--- src/rtl/dt_skel.sv ---
// Medial-axis skeleton extractor: scans the distance map and packs local-maximum pixels 16 per word.
// Optional SKEL_CNT_EN adds skel_cnt, the saturating count of marked pixels in the current scan.
module dt_skel #(
    parameter int W_LOG2 = 7,
    parameter int PIX_W  = 8
) (
    input  logic                  clk,
    input  logic                  reset,
    input  logic                  start,
    output logic                  done,
    output logic                  res_rd,
    output logic [2*W_LOG2-1:0]   res_addr,
    input  logic [PIX_W-1:0]      res_di,
    output logic                  skl_wr,
    output logic [2*W_LOG2-5:0]   skl_addr,
    output logic [15:0]           skl_do,
`ifdef SKEL_CNT_EN
    output logic [2*W_LOG2-1:0]   skel_cnt,
`endif
    output logic [2:0]            dbg_state_o
);
    localparam int AW = 2 * W_LOG2;
    localparam logic [W_LOG2-1:0] ONE     = 1;
    localparam logic [AW-1:0]     PIX_ONE = 1;

    // Valid/ready: res_rd is a one-cycle request; res_di answers on the following cycle, no stall.
    typedef enum logic [2:0] {
        IDLE  = 3'd0,
        C_REQ = 3'd1,
        C_CMP = 3'd2,
        N_REQ = 3'd3,
        N_CMP = 3'd4,
        SHIFT = 3'd5,
        WR    = 3'd6,
        FIN   = 3'd7
    } state_t;

    state_t            state_q, state_d;
    logic [AW-1:0]     pix_q, pix_d;
    logic [PIX_W-1:0]  center_q, center_d;
    logic [2:0]        k_q, k_d;
    logic              bit_q, bit_d;
    logic [15:0]       sreg_q, sreg_d;
    logic              done_q, done_d;
`ifdef SKEL_CNT_EN
    logic [AW-1:0]     cnt_q, cnt_d;
`endif

    logic [W_LOG2-1:0] row, col, nrow, ncol;
    logic [7:0]        nb_ok;
    logic [3:0]        first_nb, after_nb;

    // Lowest in-image neighbour index >= from; 8 means none left.
    function automatic logic [3:0] next_nb(input logic [7:0] mask, input logic [3:0] from);
        logic [3:0] r;
        r = 4'd8;
        for (int i = 7; i >= 0; i--) begin
            if (mask[i] && (i >= int'(from))) r = 4'(i);
        end
        return r;
    endfunction

    assign row = pix_q[AW-1:W_LOG2];
    assign col = pix_q[W_LOG2-1:0];

    // Neighbour order N, NE, E, SE, S, SW, W, NW.
    always_comb begin
        logic top, bot, lft, rgt;
        top = (row == '0);
        bot = (row == '1);
        lft = (col == '0);
        rgt = (col == '1);
        nb_ok[0] = !top;
        nb_ok[1] = !top && !rgt;
        nb_ok[2] = !rgt;
        nb_ok[3] = !bot && !rgt;
        nb_ok[4] = !bot;
        nb_ok[5] = !bot && !lft;
        nb_ok[6] = !lft;
        nb_ok[7] = !top && !lft;
    end

    always_comb begin
        nrow = row;
        ncol = col;
        case (k_q)
            3'd0: nrow = row - ONE;
            3'd1: begin nrow = row - ONE; ncol = col + ONE; end
            3'd2: ncol = col + ONE;
            3'd3: begin nrow = row + ONE; ncol = col + ONE; end
            3'd4: nrow = row + ONE;
            3'd5: begin nrow = row + ONE; ncol = col - ONE; end
            3'd6: ncol = col - ONE;
            default: begin nrow = row - ONE; ncol = col - ONE; end
        endcase
    end

    assign first_nb = next_nb(nb_ok, 4'd0);
    assign after_nb = next_nb(nb_ok, 4'(k_q) + 4'd1);

    always_ff @(posedge clk) begin
        if (reset) begin
            state_q  <= IDLE;
            pix_q    <= '0;
            center_q <= '0;
            k_q      <= '0;
            bit_q    <= 1'b0;
            sreg_q   <= '0;
            done_q   <= 1'b0;
`ifdef SKEL_CNT_EN
            cnt_q    <= '0;
`endif
        end else begin
            state_q  <= state_d;
            pix_q    <= pix_d;
            center_q <= center_d;
            k_q      <= k_d;
            bit_q    <= bit_d;
            sreg_q   <= sreg_d;
            done_q   <= done_d;
`ifdef SKEL_CNT_EN
            cnt_q    <= cnt_d;
`endif
        end
    end

    // k always points at an in-image neighbour, so the last comparison can finish the pixel directly.
    always_comb begin
        state_d  = state_q;
        pix_d    = pix_q;
        center_d = center_q;
        k_d      = k_q;
        bit_d    = bit_q;
        sreg_d   = sreg_q;
        done_d   = done_q;
`ifdef SKEL_CNT_EN
        cnt_d    = cnt_q;
`endif
        res_rd   = 1'b0;
        res_addr = '0;
        skl_wr   = 1'b0;
        skl_addr = '0;
        skl_do   = '0;
        case (state_q)
            IDLE: begin
                if (start) begin
                    done_d  = 1'b0;
                    pix_d   = '0;
                    sreg_d  = '0;
`ifdef SKEL_CNT_EN
                    cnt_d   = '0;
`endif
                    state_d = C_REQ;
                end
            end
            C_REQ: begin
                res_rd   = 1'b1;
                res_addr = pix_q;
                state_d  = C_CMP;
            end
            C_CMP: begin
                center_d = res_di;
                if (res_di == '0) begin
                    bit_d   = 1'b0;
                    state_d = SHIFT;
                end else if (first_nb[3]) begin
                    bit_d   = 1'b1;
                    state_d = SHIFT;
                end else begin
                    k_d     = first_nb[2:0];
                    state_d = N_REQ;
                end
            end
            N_REQ: begin
                res_rd   = 1'b1;
                res_addr = {nrow, ncol};
                state_d  = N_CMP;
            end
            N_CMP: begin
                if (res_di > center_q) begin
                    bit_d   = 1'b0;
                    state_d = SHIFT;
                end else if (after_nb[3]) begin
                    bit_d   = 1'b1;
                    state_d = SHIFT;
                end else begin
                    k_d     = after_nb[2:0];
                    state_d = N_REQ;
                end
            end
            SHIFT: begin
                sreg_d = {sreg_q[14:0], bit_q};
`ifdef SKEL_CNT_EN
                if (bit_q && (cnt_q != '1)) cnt_d = cnt_q + PIX_ONE;
`endif
                if (pix_q[3:0] == 4'hF) begin
                    state_d = WR;
                end else begin
                    pix_d   = pix_q + PIX_ONE;
                    state_d = C_REQ;
                end
            end
            WR: begin
                skl_wr   = 1'b1;
                skl_addr = pix_q[AW-1:4];
                skl_do   = sreg_q;
                if (pix_q == '1) begin
                    state_d = FIN;
                end else begin
                    pix_d   = pix_q + PIX_ONE;
                    state_d = C_REQ;
                end
            end
            default: begin
                done_d  = 1'b1;
                state_d = IDLE;
            end
        endcase
    end

    assign done        = done_q;
    assign dbg_state_o = state_q;
`ifdef SKEL_CNT_EN
    assign skel_cnt    = cnt_q;
`endif

endmodule

--- config.mk ---
export PLATFORM = sky130hd
export DESIGN_NAME = dt_skel
export DESIGN_NICKNAME = d
export VERILOG_FILES = /design/src/rtl/dt_skel.sv
export SDC_FILE = /design/constraint.sdc
export NUM_CORES = 1
export LEC_CHECK = 0
export BUFFER_PORTS_ARGS = -buffer_cell sky130_fd_sc_hd__buf_2
export CAP_MARGIN = 20
export CORE_MARGIN = 2
export CORE_UTILIZATION = 42
export CTS_CLUSTER_DIAMETER = 100
export DETAILED_ROUTE_END_ITERATION = 12
export MAX_ROUTING_LAYER = met4
export PLACE_DENSITY_LB_ADDON = 0.3
export SLEW_MARGIN = 40
export SYNTH_ARGS = -nofsm -noshare
export SYNTH_HDL_FRONTEND = slang
export SYNTH_SLANG_ARGS = --single-unit
--- constraint.sdc ---
create_clock -name clk -period 3.22 [get_ports clk]
set_input_delay 0.644 -clock clk [delete_from_list [all_inputs] [get_ports clk]]
set_output_delay 0.644 -clock clk [all_outputs]
set_load 0.01 [all_outputs]
# Word-level counts from Yosys, hierarchy flattened
# Cells that the tools add are included.
dict set report totals {
  reg_bits 46
  input_bits 11
  output_inout_bits 46
  wordCells 132
}
dict set report op_classes {
  add_sub_neg 6
  order_cmp 9
  n_eq_ne 25
  muxes 49
  bitwise 1
  reduce_logical 35
}
# op n
set ops {}
lappend ops {{two-way mux 4 bit} 16}
lappend ops {{two-way mux 14 bit} 3}
lappend ops {{case mux 14 bit (3 select lines)} 1}
lappend ops {{two-way mux 3 bit} 11}
lappend ops {{two-way mux 16 bit} 2}
lappend ops {{case mux 16 bit (2 select lines)} 1}
lappend ops {{case mux 14 bit (2 select lines)} 1}
lappend ops {{case mux 7 bit (2 select lines)} 2}
lappend ops {{case mux 3 bit (7 select lines)} 1}
lappend ops {{equality test 3 bit (second input constant)} 6}
lappend ops {{greater-or-equal comparator 3 x 4 -> 1 bit (first input constant)} 4}
lappend ops {{adder 14 x 1 -> 14 bit (second input constant)} 1}
lappend ops {{adder 7 x 1 -> 7 bit (second input constant)} 2}
lappend ops {{equality test 14 bit (second input constant)} 1}
lappend ops {{equality test 7 bit (second input constant)} 2}
lappend ops {{logical NOT 7 bit} 2}
lappend ops {{!= test 2 bit (second input constant)} 7}
lappend ops {{subtractor 7 x 1 -> 7 bit (second input constant)} 2}
lappend ops {{equality test 3 x 2 -> 1 bit (second input constant)} 4}
lappend ops {{logical AND 1 bit} 12}
lappend ops {{two-way mux 10 bit} 1}
lappend ops {{greater-or-equal comparator 1 x 4 -> 1 bit (first input constant)} 2}
lappend ops {{greater-or-equal comparator 2 x 4 -> 1 bit (first input constant)} 2}
lappend ops {{> comparator 8 bit} 1}
lappend ops {{other kinds (20)} 38}

# Logic depth before layout (Yosys ltp)
dict set report depth {
  depth_word 15
  ltp_mapped 12
  ltp_nobuf 12
}

# Worst setup path after synthesis
# OpenSTA, ideal clock, no wires.
dict set report synth_timing {
  path_type {flip-flop to output port}
  startpoint {register k_q[0]}
  endpoint {output res_addr[13]}
  arrival_ns 2.713
  required_time_ns 2.576
  slack_ns -0.137
  path_stages_with_launch 12
  path_buffers 0
  path_cell_list {dfxtp_1 inv_1 ha_1 or3_1 o21ai_0 ha_1 a21o_1 a21oi_1 o21ai_0 xor2_1 a211oi_1 a31o_2}
}
dict set report synth_between {
  elab_chain_cells 4
  word_cells_on_any_way 9
  classes_between {5 x eq/ne; 2 x mux; 2 x reduce/logical}
}
# item line
set synth_lines {}
lappend synth_lines {{start, declared} 41} ;# logic [2:0] k_q, k_d;
lappend synth_lines {{start signal, assigned} 117} ;# k_q <= k_d;
lappend synth_lines {{equality test 3 bit or equality test 3 x 2 -> 1 bit (tied branches)} 86} ;# case (k_q)
lappend synth_lines {{OR reduction 3 bit (no line) or OR reduction 2 bit (tied branches)} -}
lappend synth_lines {{case mux 7 bit (2 select lines) *} 86}
lappend synth_lines {{case mux 14 bit (2 select lines) *} 144} ;# case (state_q)
lappend synth_lines {{end, declared} 12} ;# output logic [2*W_LOG2-1:0] res_addr,
# Every way passes the cells marked *; elsewhere a longest branch is shown, timed or not.

# Worst setup path after layout
# Ends and elaborated chain as after synthesis.

==> impl_metrics.csv <==
group,metric,value,unit
outcome,status,"complete, but fails checks",
outcome,violations,"setup timing",
logic_synthesis,yosys.area.top_type_share,0.2733,
cts,cts.path.max_buffers,2,
detailed_routing,remaining_drc_errors,0,
logic_synthesis,ys_types,52,
power,power.density,276.3,mW/mm^2
detailed_routing,antenna_left,0,
cts,clock_sinks,46,
global_routing,use_met2,0.3429,
finish,stdcell_count,618,
sta,rsz0062_at_grt,"true",
worst_setup_path,criticalPathCategory,"flop to primary output",
logic_synthesis,synth_area_per_cell,7.641,um^2
global_routing,grtUsageMet3,0.03304,
worst_setup_path,required,2.58,ns
worst_hold_path,hold_class,"flop to flop",
global_routing,grt.overflow.total,0,
finish,n_antenna_cell,0,
worst_hold_path,hold_depth,2,
sta,fin_crit,3.487,ns
logic_synthesis,synth-compound-area-share,0.2369,
global_routing,track_usage,0.2078,
finish,n_fill_cell,761,
logic_synthesis,ys_seq_area_frac,0.2733,
cts,cts_buffers,5,
floorplan,rows,32,
worst_setup_path,start_kind,"flop",
global_routing,antenna_found_initial,0,
worst_setup_path,path_cells,"inv_4, ha_4, or3_4, o21ai_4, buf_6, fa_2, a21o_1, a21oi_2, o21ai_1, xor2_1, a211oi_2, a31o_2, buf_6",
job,drv_cap,0,
logic_synthesis,syn_nets,481,
detailed_routing,finalWirelength,8845,um
sta,hold_violations,0,
logic_synthesis,synth_xor_area_frac,0.02859,
global_routing,grt_pass1_wl,14550,um
floorplan,io_pins,57,
logic_synthesis,syn_area,0.003369,mm^2
logic_synthesis,syn-instance-count,441,
worst_setup_path,critical_path.slowest_cell,"dfxtp_4",
worst_setup_path,crit_arrival,2.84,ns
finish,final_cell_mix,"nor2_1 (59), buf_2 (54), dfxtp_1 (43), a21oi_1 (37), buf_4 (32)",
sta,finalCritPeriodShare,1.083,
worst_setup_path,crit_path_frequent_cell,"buf_6",
finish,final_nets,555,
cts,cts-hold-fix-buffers,0,
logic_synthesis,synth_top_cell_by_area,"dfxtp_1",
finish,area_growth,24.40,%
placed_design,gp_congestion,0.9617,
logic_synthesis,synthAdderAreaFrac,0.1121,
sta,worst_pin_slew,0.5789,ns
detailed_routing,dr.pass1.iters,4,
floorplan,die_x,93.57,um
sta,finalSetupViolCount,6,
sta,slew_headroom,0.6105,
sta,finalMaxSlewViolations,0,
finish,layout-drive-gt1-share,0.2539,
sta,fin_tns_setup,-0.6233,ns
sta,max_freq,0.2868,GHz
global_routing,grt_pass1_vias,3096,
power,leakagePower,1.842,nW
floorplan,die_area,0.008755,mm^2
detailed_routing,vias,3392,
sta,clock_skew,0.009153,ns
worst_setup_path,rr_worst_depth,8,
global_routing,grt_busiest_layer,"met2",
logic_synthesis,yosys.area_share.simple,0.2733,
cts,cts_root_buffer,"clkbuf_8",
logic_synthesis,async_reset_ff_frac,0,
floorplan,die_h,93.57,um
logic_synthesis,ys.warnings.count,0,
worst_setup_path,cp-end-kind,"primary output",
detailed_routing,wl_per_cell,14.31,um
power,ir_worst_vdd,164.1,uV
logic_synthesis,synth_area_leaders,"dfxtp_1 (27%), ha_1 (10%), nor2_1 (6.9%)",
cts,clk_latency,0.31,ns
logic_synthesis,synth_top_family_by_area,"simple AND/OR/NAND/NOR gates",
sta,worst_slack,-0.2666,ns
placed_design,dp_cells,596,
placed_design,io_buffers,56,
global_routing,grt_start_max_net_pins,49,
floorplan,fp.coreArea,0.007767,mm^2
worst_setup_path,critPathMaxStageDelay,0.40,ns
detailed_routing,via_per_inst,5.489,
global_routing,met1_usage,0.2668,
cts,clkTransAtPathRegs,0.10,ns
logic_synthesis,synth_mux_area_frac,0.01857,
placed_design,post-dp-hpwl,6118,um
worst_setup_path,cp_max_fo,6,
logic_synthesis,synth_edf_count,0,
finish,final_common_cell,"nor2_1",
cts,htreeDepth,2,
detailed_routing,drtIter0Drc,318,
logic_synthesis,ys_seq_elements,46,
cts,cts_tree,"built",
floorplan,initial_core_util,0.4338,
logic_synthesis,synth_ff_type,"dfxtp_1",
-- per-stage QoR --
stage | utilization | power, W | hold WS (ns) | setup slack (ns) | area (um^2)
after global routing | 0.5396 | 0.001214 | 0.5346 | -0.3421 | 4192
after floorplan | - | 0.0007159 | 0.4488 | 0.06040 | 3373
after detailed placement | 0.4923 | 0.0007648 | 0.4948 | -0.02744 | 3824
after global placement | 0.4919 | 0.0007602 | 0.4847 | 0.1038 | 3821
after CTS | 0.5237 | 0.001154 | 0.5163 | -0.1167 | 4068
final | 0.5396 | 0.001158 | 0.5129 | -0.2666 | 4192
-- path summary, 6_finish.rpt --
path / from / end / slack [ns]
max: k_q[0]$_SDFFE_PP0P_ / res_addr[13] / -0.27
min: bit_q$_SDFFE_PP0P_ / bit_q$_SDFFE_PP0P_ / 0.51
max reg2reg: pix_q[0]$_SDFFE_PP0P_ / pix_q[8]$_SDFFE_PP0P_ / 0.77
min reg2reg: bit_q$_SDFFE_PP0P_ / bit_q$_SDFFE_PP0P_ / 0.51
-- layer usage --
metal / wire length [um] / vias up / share of wire
met4: 110 / 0 / 0.012
met1: 4056 / 1566 / 0.46
met2: 4253 / 90 / 0.48
li1: - / 1723 / -
met3: 425 / 13 / 0.048
met5: 0 / - / 0
-- sequential cells by signal (all words and copies together) (netlist names) --
register     count
k_q              3
center_q         8
bit_q            1
pix_q           14
done             1
dbg_state_o      3
sreg_q          16
-- cells by family (layout without fill, tap and decap cells) --
| family | after synthesis | after routing |
|---|---|---|
| simple gates | 179 | 179 |
| compound gates | 125 | 125 |
| flops | 46 | 46 |
| buf+inv | 45 | 120 |
| fa+ha+maj | 29 | 29 |
| xor+xnor | 11 | 11 |
| mux | 6 | 6 |
-- where the power goes --
part	switching [W]	total [W]	internal [W]
logic	0.000111	0.000186	0.0000745
registers	0.0000119	0.000589	0.000577
clock network	0.000228	0.000384	0.000156
-- cell type report --
| cell class | count | area, um^2 | share of cell area |
|---|---|---|---|
| clock buffers | 5 | 68.82 | 0.01642 |
| inverters | 22 | 87.58 | 0.02090 |
| flip-flops and latches | 46 | 927.1 | 0.2212 |
| clock inverters | 3 | 23.77 | 0.005672 |
| multi-input cells | 350 | 2401 | 0.5728 |
| repair buffers | 90 | 555.5 | 0.1325 |
| well taps | 102 | 127.6 | 0.03045 |
-- critical path, delay by kind of cell, from the launching register on --
family	cells	cell delay [ns]
compound gates	6	0.80
xor+xnor	1	0.29
fa+ha+maj	2	0.34
buf+inv	3	0.33
flops	1	0.40
simple gates	1	0.37
-- what timing repair did --
action	4_1_cts	5_1_grt
gates resized for setup	23	16
setup buffers	9	5
pin swaps	18	13
endpoints found under the setup margin	6	6
-- synth_stat cells, types with 7 or more instances --
master / number
ha_1: 27
and2_1: 30
dfxtp_1: 46
nor2b_1: 7
a31oi_1: 8
o21ai_0: 22
a21oi_1: 42
a22oi_1: 16
nand2_1: 20
or3_1: 7
nor2_1: 62
nand3_1: 12
clkbuf_1: 15
inv_1: 21
a22o_1: 10
No activity file was read; power rests on OpenSTA's default activity.
